$ cat config.mk
export PLATFORM = sky130hd
export DESIGN_NAME = uart_tx_arbiter
export DESIGN_NICKNAME = d
export VERILOG_FILES = /design/src/rtl/uart_pkg.sv /design/src/rtl/uart_rr_pick.sv /design/src/rtl/uart_tx_arbiter.sv
export SDC_FILE = /design/constraint.sdc
export NUM_CORES = 1
export LEC_CHECK = 0
export CORE_ASPECT_RATIO = 0.6
export CORE_MARGIN = 3
export CORE_UTILIZATION = 51
export DETAILED_ROUTE_END_ITERATION = 10
export PLACE_DENSITY = 0.84
export SYNTH_ARGS = -nofsm -noshare
export SYNTH_HDL_FRONTEND = slang
export SYNTH_SLANG_ARGS = --single-unit
$ cat constraint.sdc
create_clock -name Clock -period 3.58 [get_ports Clock]
set_clock_uncertainty 0.05 [all_clocks]
set_input_delay 0.716 -clock Clock [delete_from_list [all_inputs] [get_ports Clock]]
set_output_delay 0.716 -clock Clock [all_outputs]
set_load 0.01 [all_outputs]
$ cat src/rtl/uart_pkg.sv
// Shared types and helpers for the UART transmit arbiter slice.
package uart_pkg;

    typedef enum logic [1:0] {
        IDLE      = 2'd0,
        START     = 2'd1,
        WAIT_DONE = 2'd2,
        GAP       = 2'd3
    } arbState_e;

    localparam int DATA_BITS_DEFAULT = 8;

    // Round-robin pointer advance: idx+1 wrapped into 0..n-1.
    function automatic int nextIndex(input int idx, input int n);
        return (idx + 1 >= n) ? 0 : idx + 1;
    endfunction

endpackage

$ cat src/rtl/uart_rr_pick.sv
// Combinational round-robin picker: first valid requester at or after Ptr, wrapping.
module uart_rr_pick #(
    parameter int NUM_REQ = 4
) (
    input  logic [NUM_REQ-1:0]         ReqValid,
    input  logic [$clog2(NUM_REQ)-1:0] Ptr,
    output logic [NUM_REQ-1:0]         Grant,
    output logic [$clog2(NUM_REQ)-1:0] GrantIdx,
    output logic                       AnyValid
);

    localparam int IDX_W = $clog2(NUM_REQ);

    logic found;
    int   cand;

    // NOTE: every variable written here gets a default first, otherwise a latch is inferred.
    always_comb begin
        Grant    = '0;
        GrantIdx = '0;
        found    = 1'b0;
        cand     = 0;
        for (int k = 0; k < NUM_REQ; k++) begin
            cand = int'(Ptr) + k;
            if (cand >= NUM_REQ) begin
                cand = cand - NUM_REQ;
            end
            if (!found && ReqValid[cand]) begin
                found       = 1'b1;
                Grant[cand] = 1'b1;
                GrantIdx    = IDX_W'(cand);
            end
        end
    end

    assign AnyValid = |ReqValid;

endmodule

$ cat src/rtl/uart_tx_arbiter.sv
// Round-robin arbiter sharing one UART transmitter, with done watchdog and
// a Tick-counted inter-frame gap.
module uart_tx_arbiter
    import uart_pkg::*;
#(
    parameter int NUM_REQ        = 4,
    parameter int DATA_BITS      = DATA_BITS_DEFAULT,
    parameter int GAP_TICKS      = 16,
    parameter int TIMEOUT_CYCLES = 200000
) (
    input  logic                           Clock,
    input  logic                           ResetN,
    input  logic                           Tick,
    input  logic [NUM_REQ-1:0]             ReqValid,
    input  logic [NUM_REQ*DATA_BITS-1:0]   ReqData,
    output logic [NUM_REQ-1:0]             ReqReady,
    output logic                           TxStart,
    output logic [DATA_BITS-1:0]           TxData,
    input  logic                           TxDone,
    output logic                           Busy,
    output logic [$clog2(NUM_REQ)-1:0]     GrantId,
    output logic                           TimeoutErr
);

    localparam int IDX_W = $clog2(NUM_REQ);
    localparam int TO_W  = $clog2(TIMEOUT_CYCLES);
    localparam int GAP_W = (GAP_TICKS > 0) ? $clog2(GAP_TICKS + 1) : 1;

    // Watchdog fires on the cycle whose increment would reach TIMEOUT_CYCLES-1.
    localparam logic [TO_W-1:0]  TO_LAST  = TO_W'(TIMEOUT_CYCLES - 2);
    localparam logic [GAP_W-1:0] GAP_LAST = GAP_W'((GAP_TICKS > 0) ? GAP_TICKS - 1 : 0);
    localparam arbState_e        POST_FRAME = (GAP_TICKS == 0) ? IDLE : GAP;

    arbState_e state;
    arbState_e nextState;

    logic [IDX_W-1:0]   ptr;
    logic [TO_W-1:0]    wdCnt;
    logic [GAP_W-1:0]   gapCnt;

    logic [NUM_REQ-1:0] pickGrant;
    logic [IDX_W-1:0]   pickIdx;
    logic               anyValid;
    logic               acceptNow;
    logic               wdExpire;

    uart_rr_pick #(
        .NUM_REQ (NUM_REQ)
    ) uRrPick (
        .ReqValid (ReqValid),
        .Ptr      (ptr),
        .Grant    (pickGrant),
        .GrantIdx (pickIdx),
        .AnyValid (anyValid)
    );

    // NOTE: reset is sampled on the clock edge only; ResetN is never in the sensitivity list.
    always_ff @(posedge Clock) begin
        if (!ResetN) begin
            state <= IDLE;
        end else begin
            state <= nextState;
        end
    end

    always_comb begin
        nextState = state;
        ReqReady  = '0;
        acceptNow = 1'b0;
        wdExpire  = 1'b0;
        unique case (state)
            IDLE: begin
                if (anyValid) begin
                    ReqReady  = pickGrant;
                    acceptNow = 1'b1;
                    nextState = START;
                end
            end
            START: begin
                nextState = WAIT_DONE;
            end
            WAIT_DONE: begin
                // A done strobe in the expiry cycle takes precedence over the abort.
                if (TxDone) begin
                    nextState = POST_FRAME;
                end else if (wdCnt == TO_LAST) begin
                    wdExpire  = 1'b1;
                    nextState = POST_FRAME;
                end
            end
            GAP: begin
                if (Tick && (gapCnt == GAP_LAST)) begin
                    nextState = IDLE;
                end
            end
            default: begin
                nextState = IDLE;
            end
        endcase
    end

    // NOTE: all sequential state uses non-blocking assignments so every register samples pre-edge values.
    always_ff @(posedge Clock) begin
        if (!ResetN) begin
            TxStart    <= 1'b0;
            TxData     <= '0;
            GrantId    <= '0;
            TimeoutErr <= 1'b0;
            ptr        <= '0;
            wdCnt      <= '0;
            gapCnt     <= '0;
        end else begin
            TxStart    <= acceptNow;
            TimeoutErr <= wdExpire;

            if (acceptNow) begin
                TxData  <= ReqData[int'(pickIdx)*DATA_BITS +: DATA_BITS];
                GrantId <= pickIdx;
                ptr     <= IDX_W'(nextIndex(int'(pickIdx), NUM_REQ));
            end

            // The last increment lands exactly on TIMEOUT_CYCLES-1 and the state exits, so no wrap.
            if (state == START) begin
                wdCnt <= '0;
            end else if ((state == WAIT_DONE) && !TxDone) begin
                wdCnt <= wdCnt + 1'b1;
            end

            if (state != GAP) begin
                gapCnt <= '0;
            end else if (Tick) begin
                gapCnt <= gapCnt + 1'b1;
            end
        end
    end

    assign Busy = (state != IDLE);

endmodule

==> impl_metrics.toml <==
[detailed_routing]
dr.pass1.iters = 4
final_antenna_net_count = 0
drc = 0
vias_per_cell = 5.82
wl_per_cell_um = 15.8
vias = 2463
drt_iter0_drc = 200
wirelength_um = 6700

[cells_and_area]
antenna_cells = 0
area_growth_pct = 31.3
finalNetCount = 413
final_cells = 423
fin_util_pct = 71.4
drive_gt1_share_pct = 13.3

[synthesis]
yosysMostFrequentCell = "dfxtp_1"
yosys-top-cells-area = "dfxtp_1 (31%), mux2i_1 (7.1%), ha_1 (5.9%)"
synth_top_area_share_pct = 30.6
yosysWarningCount = 0
synth_edf_count = 0
post-synth-top-area-cell = "dfxtp_1"
syn-instance-count = 291
syn_area_um2 = 2550
synth_ff_type = "dfxtp_1"
async_reset_ff_share_pct = 0
synth_nets = 343
netlist_top_cells_count = "dfxtp_1 (39), nor2_1 (30), nand2_1 (23)"
syn_area_per_cell_um2 = 8.75
ys_ff_latch = 39
synth_seq_area_share_pct = 30.6
synth_cell_type_count = 48

[worst_setup_path]
cp_top_family = "buffers and inverters"
path_cells = "dlygate4sd2_1, mux4_2, buf_4, a22oi_1, nor2_1, a221oi_1, nor2_1, dlygate4sd2_1"
arrival_ps = 2600
crit_type = "in -> out"
path_max_fanout = 5
startpoint_type = "input pin"
worst_ep_required_time_ps = 2810
crit_buf_inv = 3
worst_path_max_delay_cell = "mux4_2"
end_kind = "primary output"
cpPeakStageDelay_ps = 540

[power]
p_leak_nw = 1.29
swShare_pct = 43.0
netSwitchingPower_mw = 1.04
p_seq_share_pct = 22.8
clockPowerShare_pct = 11.2
p_per_area_nw_per_um2 = 725
ir_worst_vdd_mv = 0.751
combinationalPowerShare_pct = 66.0
power_mw = 2.42
power.internal_mw = 1.38

[floorplan]
die_h_um = 60.7
ios = 57
core_um2 = 4680
start_util_pct = 54.4
rows = 19
die_area_um2 = 5910
die_width_um = 97.2

[clocking]
cts_hold_buf = 0
root_buffer = "clkbuf_8"
htreeDepth = 2
cts_buffer_depth = 2
cts_made_buffers = 5
clk_pin_slew_ps = 60
clock_sink_count = 39
clock_latency_ps = 290
cts_tree = "yes"

[global_route]
grt_pass1_vias = 2201
grt_pass1_wl_um = 10600
antenna_found_initial = 0
grtUsageTotal_pct = 22.5
grt_overflow = 0
grt_max_degree = 28

[min_path]
hold_path.class = "reg -> reg"

[sta]
final.setup.tns_ps = 0
worst_slew_pin_slew_ps = 675
slew-limit-headroom_pct = 54.9
layout_min_cycle_time_ps = 3370
setup_viol = 0
period_share_pct = 94.0
finalMaxSlewViolations = 0
finalHoldViolCount = 0
rsz0062_at_grt = "no"
max_clock_freq_mhz = 297

[status]
status = "complete, no violations"

[placement]
portBuffers = 56
post-place-cells = 413
gp_congestion = 0.831
place_hpwl_um = 5140

[job]
drv_cap = 0
power groups by stage:
stage / logic (mW) / registers, mW / clock network, mW
after floorplan: 1.04 / 0.589 / 0
after global placement: 1.51 / 0.560 / 0
after detailed placement: 1.55 / 0.564 / 0
after CTS: 1.56 / 0.554 / 0.272
after global routing: 1.73 / 0.563 / 0.290
final: 1.60 / 0.554 / 0.271
cells by family after synthesis:
group,Yosys count,synth area share (%)
simple gates,99,20.3
compound gates,69,18.6
flops,39,30.6
mux,30,14.1
buf+inv,26,4.91
xor+xnor,16,5.50
fa+ha+maj,12,5.89
worst paths after layout:
| check | start | endpoint | slack (ps) | cells after the start |
|---|---|---|---|---|
| worst max-delay path | ReqValid[1] | ReqReady[1] | 210 | 8 |
| worst min-delay path | gapCnt[4] | gapCnt[4] | 440 | 2 |
| worst max register to register | ptr[0] | TxData[2] | 550 | 11 |
| worst min register to register | gapCnt[4] | gapCnt[4] | 440 | 2 |
layout make-up:
type	instances	area (µm²)
Multi-Input combinational cell	226	1650
Fill cell	356	1340
Sequential cell	39	781
Timing Repair Buffer	79	727
Tap cell	63	78.8
Clock buffer	6	72.6
Inverter	10	37.5
worst reg2reg max path, delay by kind of cell, from the launching register on:
| family | cells | cell delay (ps) |
|---|---|---|
| AO/OA/AOI/OAI | 2 | 500 |
| buffers and inverters | 6 | 1160 |
| flip-flops | 1 | 380 |
| multiplexers | 1 | 560 |
| AND/OR/NAND/NOR | 2 | 300 |
per-layer routing:
layer	routed length [µm]	track usage (%)
met1	3230	32.1
met2	2940	33.9
met3	425	5.51
met4	99	7.30
met5	0	0
cell usage in the layout (no fill, tap or decap), types with 3 or more instances in the layout:
cell             synthesis  layout
clkdlybuf4s50_1          0      48
ha_1                    12      12
o32ai_1                  7       7
nor2_1                  30      30
xor2_1                  12      12
dlygate4sd2_1            0       5
nand2_1                 23      23
or3_1                    5       5
and3_1                   6       6
nand4_1                  8       8
o31a_1                   7       7
a221oi_1                 5       4
mux2i_1                 18      18
mux2_2                   8       8
clkbuf_8                 0       5
nand2b_1                 3       3
o21ai_1                  8       8
xnor2_1                  4       4
a21oi_1                  8       8
nor3_1                   3       3
a22oi_1                  4       4
o21ai_0                 18      18
inv_1                   10      10
nand3_1                  8       8
buf_4                    0      23
dfxtp_1                 39      39
mux4_2                   4       4
metrics by stage:
stage	setup slack [ps]	cell area, µm²	hold WS (ps)
final	213	3340	437
after global routing	133	3340	459
after CTS	33.1	3330	437
after detailed placement	-217	3240	432
after global placement	-153	3240	415
after floorplan	404	2550	406
what timing repair did:
item	CTS	global route
endpoints found under the hold margin	0	0
endpoints found under the setup margin	4	4
pin swaps	1	1
buffers inserted	3	1
resized for setup	6	5
flip-flops by register name (all words and copies together), names as in the netlist:
name        cells
ptr             2
TxStart         1
state           2
gapCnt          5
wdCnt          18
GrantId         2
TxData          8
TimeoutErr      1
(Power assumes the default switching activity.)
